==> src/rtl/serial_stuff_tx.sv <==
// serial_stuff_tx
// Shifts parallel words out MSB first, inserting a 0 after every MAX_RUN
// consecutive 1s so data never looks like a frame delimiter. On request it
// sends an unstuffed flag of MAX_RUN+1 ones instead.
module serial_stuff_tx #(
  parameter int unsigned WIDTH   = 17,
  parameter int unsigned MAX_RUN = 3
) (
  input  logic             clk,
  input  logic             rst_n,
  input  logic [WIDTH-1:0] din,
  input  logic             din_valid,
  input  logic             flag_req,
  output logic             din_ready,
  output logic             ostream,
  output logic             ovalid,
  output logic             frame_done
);

  localparam int unsigned IDX_W = $clog2(WIDTH);
  localparam int unsigned RUN_W = $clog2(MAX_RUN + 2);

  localparam logic [RUN_W-1:0] RUN_MAX = RUN_W'(MAX_RUN);
  localparam logic [RUN_W-1:0] RUN_SAT = RUN_W'(MAX_RUN + 1);
  localparam logic [RUN_W-1:0] RUN_ONE = RUN_W'(1);
  localparam logic [IDX_W-1:0] IDX_ONE = IDX_W'(1);
  localparam logic [IDX_W-1:0] IDX_TOP = IDX_W'(WIDTH - 1);

  typedef enum logic [1:0] {
    S_IDLE,
    S_DATA,
    S_STUFF,
    S_FLAG
  } state_t;

  state_t           r_state;
  logic [WIDTH-1:0] r_shift;     // remaining data bits, next one at MSB
  logic [IDX_W-1:0] r_idx;       // data bits still to emit
  logic [RUN_W-1:0] r_run;       // consecutive 1s on the line (or flag ones sent)
  logic             r_ostream;
  logic             r_ovalid;
  logic             r_frame_done;

  logic             w_bit;
  logic [RUN_W-1:0] w_run_inc;
  logic [RUN_W-1:0] w_run_next;
  logic             w_last;

  // Next data bit and the run count it would produce
  always_comb begin
    w_bit      = r_shift[WIDTH-1];
    w_run_inc  = (r_run == RUN_SAT) ? r_run : r_run + RUN_ONE;
    w_run_next = w_bit ? w_run_inc : '0;
    w_last     = (r_idx == IDX_ONE);
  end

  // Ready only while idle and out of reset
  always_comb begin
    din_ready = (r_state == S_IDLE) && rst_n;
  end

  assign ostream    = r_ostream;
  assign ovalid     = r_ovalid;
  assign frame_done = r_frame_done;

  // Framing FSM with registered line outputs
  always_ff @(posedge clk or negedge rst_n) begin
    if (!rst_n) begin
      r_state      <= S_IDLE;
      r_shift      <= '0;
      r_idx        <= '0;
      r_run        <= '0;
      r_ostream    <= 1'b0;
      r_ovalid     <= 1'b0;
      r_frame_done <= 1'b0;
    end else begin
      case (r_state)
        S_IDLE: begin
          r_ostream    <= 1'b0;
          r_ovalid     <= 1'b0;
          r_frame_done <= 1'b0;
          r_run        <= '0;
          if (flag_req) begin
            // flag wins over data; din stays held by the source
            r_ostream <= 1'b1;
            r_ovalid  <= 1'b1;
            r_run     <= RUN_ONE;
            r_state   <= S_FLAG;
          end else if (din_valid) begin
            r_shift   <= {din[WIDTH-2:0], 1'b0};
            r_ostream <= din[WIDTH-1];
            r_ovalid  <= 1'b1;
            r_idx     <= IDX_TOP;
            r_run     <= din[WIDTH-1] ? RUN_ONE : '0;
            r_state   <= S_DATA;
          end
        end

        S_DATA, S_STUFF: begin
          if (r_frame_done) begin
            r_ostream    <= 1'b0;
            r_ovalid     <= 1'b0;
            r_frame_done <= 1'b0;
            r_run        <= '0;
            r_state      <= S_IDLE;
          end else if (r_run == RUN_MAX) begin
            // stuffed 0; it closes the frame when no data bits remain
            r_ostream    <= 1'b0;
            r_run        <= '0;
            r_frame_done <= (r_idx == '0);
            r_state      <= S_STUFF;
          end else begin
            // the last data bit ends the frame unless it completes a run
            r_ostream    <= w_bit;
            r_shift      <= {r_shift[WIDTH-2:0], 1'b0};
            r_idx        <= (r_idx != '0) ? r_idx - IDX_ONE : r_idx;
            r_run        <= w_run_next;
            r_frame_done <= w_last && (w_run_next != RUN_MAX);
            r_state      <= S_DATA;
          end
        end

        S_FLAG: begin
          if (r_frame_done) begin
            r_ostream    <= 1'b0;
            r_ovalid     <= 1'b0;
            r_frame_done <= 1'b0;
            r_run        <= '0;
            r_state      <= S_IDLE;
          end else begin
            r_ostream    <= 1'b1;
            r_run        <= w_run_inc;
            r_frame_done <= (w_run_inc == RUN_SAT);
          end
        end

        default: begin
          r_state <= S_IDLE;
        end
      endcase
    end
  end

endmodule

==> config.mk <==
export PLATFORM = sky130hd
export DESIGN_NAME = serial_stuff_tx
export DESIGN_NICKNAME = d
export VERILOG_FILES = /design/src/rtl/serial_stuff_tx.sv
export SDC_FILE = /design/constraint.sdc
export NUM_CORES = 1
export LEC_CHECK = 0
export CORE_MARGIN = 2
export CORE_UTILIZATION = 30
export DETAILED_ROUTE_END_ITERATION = 8
export SLEW_MARGIN = 20
export SYNTH_ARGS = -nofsm -noshare
export SYNTH_HDL_FRONTEND = slang
export SYNTH_SLANG_ARGS = --single-unit
==> constraint.sdc <==
create_clock -name clk -period 2.59 [get_ports clk]
set_clock_uncertainty 0.1 [all_clocks]
set_input_delay 0.259 -clock clk [delete_from_list [all_inputs] [get_ports clk]]
set_output_delay 0.259 -clock clk [all_outputs]
set_load 0.05 [all_outputs]
## Word-level counts from Yosys, hierarchy flattened

Cells that the tools add are included.
W data, S select, Z words.

- Logic and storage cells: 76
- Bits in registers: 30
- Input bits: 21

- Mux-type cells: 40
- Equality and inequality tests: 16
- Add/sub/neg operators: 2
- Reduce and logical (&&, ||, !) cells: 11

Operators with widths:

| kind | number |
|---|---|
| $mux W17 | 4 |
| $pmux W17 S2 | 1 |
| $mux W5 | 5 |
| $mux W3 | 5 |
| $mux W1 | 14 |
| $ne A2 B2 Y1 const B | 6 |
| $mux W2 | 5 |
| $pmux W5 S2 | 1 |
| $pmux W3 S3 | 1 |
| $eq A3 B3 Y1 const B | 2 |
| $pmux W1 S3 | 2 |
| $pmux W2 S3 | 1 |
| $reduce_and A6 Y1 | 1 |
| $eq A5 B1 Y1 const B | 1 |
| $logic_not A5 Y1 | 1 |
| $reduce_and A5 Y1 | 1 |
| $reduce_bool A5 Y1 | 1 |
| $sub A5 B1 Y5 const B | 1 |
| $eq A2 B2 Y1 const B | 2 |
| $add A3 B1 Y3 const B | 1 |
| $eq A3 B2 Y1 const B | 1 |
| $ne A3 B2 Y1 const B | 1 |
| $ne A3 B3 Y1 const B | 1 |
| $reduce_or A3 Y1 | 1 |
| other kinds (8) | 9 |

## Longest topological paths before layout

- Depth after elaboration: 8
- Mapped depth: 7
- Gate-level depth less buffers: 6

## Worst setup path before layout

OpenSTA, ideal clock, no wires.

- Path kind: flip-flop to flip-flop
- From: reg r_run[0]
- To: reg r_shift[10]
- Cell stages (with the launch flop): 7
- Library setup time: 126 ps
- Buffers on the path: 1
- Period minus slack after synthesis: 1,919 ps
- Arrival time: 1,692 ps
- Setup slack: 671 ps
- Required time: 2,364 ps
- Path through: dfrtp_1 ha_1 ha_1 o21a_1 a211oi_4 buf_2 a21oi_1

- Word-level cells in the longest chain between the ends: 3

RTL lines:

| element | RTL line | source |
|---|---|---|
| start, declared | 39 | `logic [RUN_W-1:0] r_run;` |
| start signal, assigned | 94 | `r_run <= din[WIDTH-1] ? RUN_ONE : '0;` |
| start signal, assigned | 117 | `r_run <= w_run_next;` |
| start signal, assigned | 132 | `r_run <= w_run_inc;` |
| $eq A3 B2 Y1 | 106 | `end else if (r_run == RUN_MAX) begin` |
| $ne A2 B2 Y1 (no line) | n/a |  |
| $reduce_and A5 Y1 (no line) | n/a |  |
| end signal, assigned | 90 | `r_shift <= {din[WIDTH-2:0], 1'b0};` |
| end signal, assigned | 115 | `r_shift <= {r_shift[WIDTH-2:0], 1'b0};` |
| end, declared | 37 | `logic [WIDTH-1:0] r_shift;` |

Every way passes these cells.
A chain may end at the register's enable or synchronous reset.

## Worst setup path after layout

- From: reg r_state[0]
- To: reg r_shift[10]

- Word-level cells in the longest chain between the ends: 4

RTL lines:

| element | RTL line | source |
|---|---|---|
| start, declared | 36 | `state_t r_state;` |
| start signal, assigned | 69 | `r_state <= S_IDLE;` |
| start signal, assigned | 88 | `r_state <= S_FLAG;` |
| start signal, assigned | 95 | `r_state <= S_DATA;` |
| $eq A2 B1 Y1 or $eq A2 B2 Y1 (tied branches) | 77 | `case (r_state)` |
| $reduce_or A2 Y1 | 77 |  |
| $ne A2 B2 Y1 (no line) or $reduce_bool A2 Y1 (tied branches) | n/a |  |
| $reduce_and A5 Y1 (no line) | n/a |  |

Parallel ways exist; a longest one is shown, timed or not.

==> impl_metrics.py <==
metrics = {
    "run_status": {
        "status": "completed",
    },
    "clock_network": {
        "ctsResizeCount": 0,
        "h-tree-depth": 2,
        "cts.sinks": 29,
        "post-cts-setup-buffers": 0,
        "numCtsBuffers": 5,
        "root_buffer": "clkbuf_8",
        "clk_path_buf_depth": 2,
        "clk_latency_ps": 280,
        "holdBufCountCts": 0,
        "cts_tree": "done",
        "clk_pin_slew_ps": 60,
    },
    "sta": {
        "finalMaxSlewViolations": 0,
        "fmax_mhz": 473,
        "hold_viol": 0,
        "finalSetupViolCount": 0,
        "rsz0062_at_grt": "no",
        "fin_crit_ps": 2110,
        "max_slew_margin": 0.664,
        "finalSetupTns_ps": 0,
        "tightest_slew_ps": 503,
        "fin_crit_sh": 0.816,
    },
    "worst_setup_path": {
        "critical_path.startpoint": "r_state[0]",
        "crit_cells": 8,
        "r2r_end": "r_shift[10]",
        "path_max_fanout": 18,
        "startpoint_type": "flop",
        "cp.required_ps": 2700,
        "worstSetupEndpoint": "r_shift[10]",
        "cp_top_family": "buffers and inverters",
        "critPathBufInv": 3,
        "r2r_setup_slack_ps": 480,
        "cp_cell_sequence": "inv_1 -> ha_1 -> buf_4 -> nor2_1 -> a211oi_4 -> buf_4 -> nor2_1 -> a21oi_1",
        "rr_startpoint": "r_state[0]",
        "rr_worst_depth": 8,
        "max_stage_delay_ps": 410,
        "end_kind": "flop",
        "critical_path_class": "reg2reg",
        "critPathArrivalTime_ps": 2220,
        "cpMaxStageDelayCell": "a211oi_4",
    },
    "logic_synthesis": {
        "seq_area_frac_synth": 0.461,
        "async_reset_ff_frac": 1.00,
        "syn_inst": 160,
        "ys_warn_count": 0,
        "synth_edf_count": 0,
        "ys_types": 33,
        "ys_ff_latch": 29,
        "syn-cell-area_mm2": 0.00158,
        "synth.avg_cell_area_um2": 9.85,
        "synth_flop_cell": "dfrtp_1",
        "synth_fp_nets": 189,
    },
    "power": {
        "p_leak_nw": 0.932,
        "power.density_mw_per_mm2": 1350,
        "total_power_mw": 2.74,
        "vdd_drop_max_v": 0.000598,
    },
    "place": {
        "hpwl_um": 2310,
        "io_buffers": 24,
        "gp_congestion": 0.788,
    },
    "floorplan": {
        "die_area_mm2": 0.00585,
        "core_region_area_mm2": 0.00507,
        "pin_count": 25,
        "num_rows": 26,
        "die_w_um": 76.5,
        "start_util": 0.310,
        "fp.dieH_um": 76.5,
    },
    "route": {
        "routed_via_density": 4.58,
        "first_iter_violations": 43,
        "dr.pass1.iters": 4,
        "drt-total-wl_um": 3120,
        "drcViolationCount": 0,
        "route.detailed.wl_per_inst_um": 11.9,
        "final_antenna_net_count": 0,
        "vias": 1196,
    },
    "global_routing": {
        "grt.overflow.total": 0,
        "grt_usage": 0.122,
        "grt_pass1_vias": 1259,
        "grt_max_degree": 30,
        "grt_pass1_wl_um": 5640,
        "antenna_found_initial": 0,
    },
    "finish": {
        "fillers": 556,
        "multiInputGateArea_um2": 756,
        "final_common_cell": "dfrtp_1",
        "n_antenna_cell": 0,
        "area.sequential_um2": 726,
        "final_cell_mix": "dfrtp_1 (29), clkdlybuf4s50_1 (23), a21oi_1 (22)",
        "final_layout_size_suffix_gt1_frac": 0.0890,
        "area_growth_pct": 28.4,
        "nets": 219,
    },
    "flow_run": {
        "cap_violations": 0,
    },
    "hold_path": {
        "hp-class": "in2async",
    },
}
-- power by group --
| group | internal (mW) | leakage [nW] | total [mW] | switching [mW] |
|---|---|---|---|---|
| combinational | 0.627 | 0.534 | 1.44 | 0.809 |
| sequential | 0.683 | 0.339 | 0.812 | 0.129 |
| clock | 0.313 | 0.0585 | 0.491 | 0.177 |
| total | 1.62 | 0.932 | 2.74 | 1.12 |
-- per-layer routing --
metal  vias to the layer above  share of wire  routed length [um]  GRT usage
met2                        26           0.45                1410      0.188
met1                       554           0.49                1530      0.161
met5                         -              0                   0          0
met4                         0          0.021                  65     0.0509
met3                         6          0.037                 115     0.0367
li1                        610              -                   -          -
-- synthesized netlist by cell type (2+ instances only) --
master	instances	area [um^2]
mux2i_1	18	180
a31o_1	2	17.5
buf_6	2	22.5
nor2b_1	3	18.8
nand4_1	3	18.8
nor3_1	3	15.0
nand2_1	9	33.8
nor3b_1	2	15.0
o21ai_1	2	10.0
buf_2	3	15.0
nor2_1	21	78.8
o31ai_1	2	15.0
a21oi_1	22	110
ha_1	8	100
or3_1	2	12.5
dfrtp_1	29	726
inv_1	13	48.8
-- cell families (layout without fill, tap and decap cells) --
group                    after synthesis  in the layout  synth area share
multiplexers                          18             18             0.114
AO/OA/AOI/OAI                         35             35             0.135
adder cells (fa/ha/maj)                8              8            0.0635
flip-flops                            29             29             0.461
AND/OR/NAND/NOR                       50             50             0.161
XOR/XNOR                               1              1           0.00556
buffers and inverters                 19             50            0.0596
-- state kept, by name, indices dropped and copies added (netlist names) --
name,cells
r_idx,5
ovalid,1
r_shift,16
ostream,1
r_run,3
r_state,2
frame_done,1
-- how the worst min path moves through the flow --
stage / startpoint / to / slack, ps / cells past startpoint
after floorplan: rst_n / frame_done / -140 / 0
after global placement: r_shift[11] / r_shift[11] / 410 / 2
after detailed placement: r_shift[1] / r_shift[1] / 410 / 2
after CTS: rst_n / r_shift[2] / 340 / 2
after global routing: rst_n / r_idx[2] / 390 / 2
final: rst_n / r_shift[4] / 340 / 2
-- per-stage QoR --
stage / cells / utilization / hold slack (ps) / instance area [um^2] / setup WS, ps
6_report: 261 / 0.398 / 341 / 2020 / 476
3_3_place_gp: 253 / 0.375 / 409 / 1910 / 526
2_1_floorplan: 160 / - / -137 / 1580 / 671
5_1_grt: 261 / 0.398 / 392 / 2020 / 259
3_5_place_dp: 253 / 0.375 / 414 / 1910 / 480
4_1_cts: 261 / 0.398 / 341 / 2020 / 457
-- final cells by class --
| type | instances | area share |
|---|---|---|
| clock buffers | 7 | 0.0427 |
| clock inverters | 1 | 0.0149 |
| inverters | 13 | 0.0241 |
| multi-input cells | 112 | 0.374 |
| flip-flops and latches | 29 | 0.359 |
| well taps | 70 | 0.0433 |
| repair buffers | 29 | 0.142 |
Power figures use the tool's default switching activity.
